===== src/rtl/alu_mul_seq.sv =====
// alu_mul_seq: shift-and-add 16-bit multiplier sequencer driving one shared Hack ALU
module hack_alu (
    input  logic [15:0] x,
    input  logic [15:0] y,
    input  logic        zx,
    input  logic        nx,
    input  logic        zy,
    input  logic        ny,
    input  logic        f,
    input  logic        no,
    output logic [15:0] out
);
    logic [15:0] xa, xb, ya, yb, r;
    // Classic Hack ALU: optional zero/negate per operand, add or and, optional negate of result
    always_comb begin
        xa  = zx ? 16'h0000 : x;
        xb  = nx ? ~xa : xa;
        ya  = zy ? 16'h0000 : y;
        yb  = ny ? ~ya : ya;
        r   = f ? xb + yb : xb & yb;
        out = no ? ~r : r;
    end
endmodule

module alu_mul_seq #(
    parameter bit EARLY_EXIT = 1'b1
) (
    input  logic        clk,
    input  logic        rst_n,
    input  logic        req_valid,
    output logic        req_ready,
    input  logic [15:0] a,
    input  logic [15:0] b,
    output logic        rsp_valid,
    input  logic        rsp_ready,
    output logic [15:0] product,
    output logic        zr,
    output logic        ng,
    output logic        busy
);
    typedef enum logic [1:0] {IDLE, ACC, DBL, DONE} state_t;
    localparam logic [5:0] ADD  = 6'b000010;
    localparam logic [5:0] ZERO = 6'b101010;

    state_t      state;
    logic [15:0] acc, mcand, mplr, alu_x, alu_out;
    logic [3:0]  cnt;
    logic [5:0]  ctrl;

    assign req_ready = (state == IDLE);
    assign rsp_valid = (state == DONE);
    assign busy      = (state == ACC) || (state == DBL);
    assign alu_x     = (state == ACC) ? acc : mcand;
    assign ctrl      = busy ? ADD : ZERO;

    hack_alu u_alu (
        .x   (alu_x),
        .y   (mcand),
        .zx  (ctrl[5]),
        .nx  (ctrl[4]),
        .zy  (ctrl[3]),
        .ny  (ctrl[2]),
        .f   (ctrl[1]),
        .no  (ctrl[0]),
        .out (alu_out)
    );

    // Sequencer: ACC adds the multiplicand when the low multiplier bit is set, DBL doubles it and shifts the multiplier
    always_ff @(posedge clk or negedge rst_n) begin
        if (!rst_n) begin
            state   <= IDLE;
            acc     <= '0;
            mcand   <= '0;
            mplr    <= '0;
            cnt     <= '0;
            product <= '0;
            zr      <= 1'b1;
            ng      <= 1'b0;
        end else begin
            case (state)
                IDLE: if (req_valid) begin
                    acc   <= '0;
                    mcand <= a;
                    mplr  <= b;
                    cnt   <= '0;
                    if (EARLY_EXIT && b == 16'h0000) begin
                        state   <= DONE;
                        product <= '0;
                        zr      <= 1'b1;
                        ng      <= 1'b0;
                    end else begin
                        state <= ACC;
                    end
                end
                ACC: begin
                    if (mplr[0]) acc <= alu_out;
                    state <= DBL;
                end
                DBL: begin
                    mcand <= alu_out;
                    mplr  <= mplr >> 1;
                    cnt   <= cnt + 4'd1;
                    if (cnt == 4'd15 || (EARLY_EXIT && (mplr >> 1) == 16'h0000)) begin
                        state   <= DONE;
                        product <= acc;
                        zr      <= (acc == 16'h0000);
                        ng      <= acc[15];
                    end else begin
                        state <= ACC;
                    end
                end
                default: if (rsp_ready) state <= IDLE;
            endcase
        end
    end
endmodule


===== config.mk =====
export PLATFORM = sky130hd
export DESIGN_NAME = alu_mul_seq
export DESIGN_NICKNAME = d
export VERILOG_FILES = /design/src/rtl/alu_mul_seq.sv
export SDC_FILE = /design/constraint.sdc
export NUM_CORES = 1
export LEC_CHECK = 0
export ABC_AREA = 1
export BUFFER_PORTS_ARGS = -buffer_cell sky130_fd_sc_hd__buf_2
export CORE_AREA = 8 8 122 124
export CTS_CLUSTER_SIZE = 14
export DETAILED_ROUTE_END_ITERATION = 10
export DIE_AREA = 0 0 130 132
export PLACE_DENSITY = 0.55
export SETUP_SLACK_MARGIN = 0.2
export SLEW_MARGIN = 25
export SYNTH_ARGS = -nofsm -noshare
export SYNTH_HDL_FRONTEND = slang
export SYNTH_SLANG_ARGS = --single-unit

===== constraint.sdc =====
create_clock -name clk -period 3.6 [get_ports clk]
set_clock_uncertainty 0.15 [all_clocks]
set_input_delay 0.36 -clock clk [delete_from_list [all_inputs] [get_ports clk]]
set_output_delay 0.36 -clock clk [all_outputs]
set_load 0.005 [all_outputs]

==> impl_metrics.py <==
metrics = {
    "route": {
        "vias_per_cell": 4.73,
        "wl_met3_microns": 649,
        "routed-wl-met2_mm": 5.27,
        "first_pass_iters": 5,
        "vias": 4037,
        "drt-met1-wl_mm": 5.55,
        "highest_layer": "met4",
        "drc": 0,
        "wl_per_cell_microns": 13.6,
        "drtIter0Drc": 261,
        "finalWirelength_mm": 11.7,
        "drtAntennaViolNets": 0,
    },
    "timing": {
        "setup_viol": 0,
        "tns_ns": 0,
        "drv_slew": 0,
        "setup_slack_ns": 0.570,
        "hold_viol_final": 0,
        "rsz0062_at_grt": "false",
        "fmax_mhz": 330,
        "relSlewSlack_pct": 51.3,
        "finalCritPeriodShare_pct": 84.2,
        "timing_worst_slew_pin_value_ns": 0.730,
        "period_minus_slack_ns": 3.03,
    },
    "synthesis": {
        "yosysWarnings": 0,
        "synth_area_leaders": "dfrtp_1 (40%), nand2_1 (15%), inv_1 (7.6%), ha_1 (6.0%), o21ai_0 (4.9%)",
        "synth_compound_area_share_pct": 14.4,
        "ys_seq_elements": 71,
        "synth_fa_ha_area_share_pct": 6.41,
        "synth_top_family_by_area": "simple AND/OR/NAND/NOR gates",
        "netlist_area_sq_um": 4410,
        "ys_seq_area_share_pct": 40.3,
        "synthTopCellsByCount": "nand2_1 (180), inv_1 (89), dfrtp_1 (70), nor2_1 (54), o21ai_0 (43)",
        "synth.most_common_cell": "nand2_1",
        "synth_top_area_share_pct": 39.7,
        "synth.net_count": 678,
        "netlist_instances": 620,
        "muxShareOfSynthArea_pct": 0,
        "yosys.area_share.simple_pct": 26.7,
        "syn_area_per_cell_sq_um": 7.12,
        "yosysTopAreaCell": "dfrtp_1",
        "async_flop_share_pct": 100,
        "synth-main-ff-cell": "dfrtp_1",
        "synth.distinct_cells": 30,
        "synth_xor_area_share_pct": 1.79,
        "synth_edf_count": 0,
    },
    "clock_tree": {
        "clock_latency_ns": 0.35,
        "cts-root-buf": "clkbuf_16",
        "clk_path_buf_depth": 2,
        "cts_sinks": 71,
        "ctsHtreeMaxLevel": 3,
        "cts_tree": "built",
        "clkTransAtPathRegs_ns": 0.06,
        "cts_setup_buffers": 0,
        "numCtsBuffers": 9,
    },
    "final_layout": {
        "nets": 731,
        "fin_area_sq_um": 5240,
        "final_util_pct": 40.4,
        "drive_gt1_share_pct": 13.4,
        "area_delta_synth_final_pct": 18.7,
        "n_antenna_cell": 0,
        "fillCellCount": 1377,
    },
    "floorplanning": {
        "initial_core_util_pct": 34.0,
        "num_rows": 42,
        "die_y_microns": 132,
        "die_area_sq_um": 17200,
        "dieWidth_microns": 130,
        "ios": 57,
        "core_area_sq_um": 13000,
    },
    "placement": {
        "placed_cell_area_sq_um": 4870,
        "dp.final_hpwl_mm": 8.68,
        "port_buffers": 56,
        "place_congestion": 0.854,
        "place_ws_ns": 0.290,
    },
    "grt": {
        "grt_pass1_vias": 4063,
        "grt_pass1_wl_mm": 19.9,
        "grt_max_degree": 72,
        "groute.usage.overall_pct": 14.5,
        "antenna_found_initial": 0,
        "grt-ovfl-total": 0,
    },
    "worst_setup_path": {
        "slowest_delay_ns": 0.69,
        "r2r-end": "acc[12]",
        "critPathLaunchType": "flip-flop",
        "crit_required_ns": 3.69,
        "worstRegToRegCells": 15,
        "worstReg2RegStart": "state[0]",
        "critPathSlowestCell": "ha_2",
        "critPathCaptureType": "flip-flop",
        "crit_buf_inv": 1,
        "path_cells": "inv_1 -> ha_2 -> o21ai_0 -> a21oi_1 -> ha_1 -> fa_1 -> nand3_1 -> nand2_1 -> nand2_1 -> nand2_1 -> nand2_1 -> nand2_1 -> nand2_1 -> nand3_1 -> nand2_1",
        "crit_top_cell": "nand2_1",
        "cp_max_fo": 32,
        "path_class": "reg2reg",
        "ff2ff_setup_slack_ns": 0.57,
        "crit_arrival_ns": 3.12,
        "cp_top_family": "adder cells",
    },
    "power": {
        "ir_drop_mv": 0.450,
        "power_leakage_nw": 2.82,
        "powerDensity_nw_per_um2": 1010,
    },
    "min_path": {
        "min_path_cells": 3,
        "holdCritStartpoint": "a[5]",
        "hold_class": "in2reg",
        "min_to": "mcand[5]",
    },
    "status": {
        "outcome": "finished clean",
    },
    "run": {
        "cap_viol_max_count": 0,
    },
}
## repair_timing
action / 4_1_cts / 5_1_grt
endpoints found under the setup margin: 0 / 24
gates resized for setup: 0 / 1
hold buffers: 1 / 0
endpoints found under the hold margin: 70 / 0
## report_power, final
| part | internal, mW | switching (mW) | total, mW |
|---|---|---|---|
| clock | 0.700 | 0.361 | 1.06 |
| sequential | 1.10 | 0.210 | 1.31 |
| combinational | 1.03 | 1.88 | 2.91 |
## registers in the layout, summed over array words and instances (netlist names)
signal / count
acc: 16
cnt: 4
mcand: 16
mplr: 16
product: 16
state: 2
zr: 1
## layer usage
layer	vias to the layer above	track usage, %
li1	2090	-
met2	78	22.4
met4	0	5.36
met3	11	3.32
met1	1858	19.2
met5	-	0
## worst max-delay path by stage
stage / start / to / slack [ns] / cells past startpoint
after detailed placement: state[0] / acc[14] / 0.29 / 15
final: state[0] / acc[12] / 0.57 / 15
after floorplan: state[1] / acc[14] / 0.99 / 15
after global placement: state[0] / acc[12] / 0.39 / 15
after CTS: state[0] / acc[14] / 0.28 / 15
after global routing: state[0] / acc[12] / 0.24 / 15
## layout by cell type, fill, tap and decap left out, types with 3 or more instances in the layout
cell type / synthesis / routed
dfrtp_1: 70 / 70
nand3_1: 40 / 40
o21ai_0: 43 / 43
buf_2: 10 / 56
ha_1: 21 / 20
inv_1: 89 / 89
nor2_1: 54 / 54
o21ai_1: 3 / 3
a22o_1: 8 / 8
bufinv_16: 0 / 3
inv_2: 5 / 5
a21oi_1: 37 / 37
xnor2_1: 5 / 5
nor3_1: 4 / 4
nand3b_1: 3 / 3
nand2_1: 180 / 180
o22ai_1: 19 / 19
clkbuf_16: 0 / 9
xor2_1: 4 / 4
buf_4: 3 / 6
## layout make-up
cell class | count | area [sq um] | share of cell area, %
inverters | 94 | 353 | 6.74
clock inverters | 6 | 116 | 2.22
repair buffers | 64 | 355 | 6.78
clock buffers | 10 | 239 | 4.56
multi-input cells | 433 | 2180 | 41.6
well taps | 176 | 220 | 4.20
flip-flops and latches | 71 | 1780 | 33.9
## metrics by stage
stage	power [mW]	cells	hold slack, ns
after global routing	5.81	854	0.0795
after CTS	5.32	854	0.0743
final	5.28	854	0.0857
after detailed placement	4.23	837	0.274
after floorplan	3.48	620	-0.0856
after global placement	4.18	837	0.269
## worst reg2reg max path, stage by stage, from the launching register on
cell,delay (ns)
dfrtp_1,0.40
inv_1,0.11
ha_2,0.69
o21ai_0,0.18
a21oi_1,0.16
ha_1,0.26
fa_1,0.26
nand3_1,0.09
nand2_1,0.10
nand2_1,0.06
nand2_1,0.09
nand2_1,0.10
nand2_1,0.07
nand2_1,0.06
nand3_1,0.09
nand2_1,0.05
## kinds of logic (layout without fill, tap and decap cells)
logic type,count (synthesis),in the layout
compound gates,114,114
xor+xnor,9,9
fa+ha+maj,22,22
buf+inv,116,174
flops,71,71
simple gates,288,288
Power figures use the tool's default switching activity.
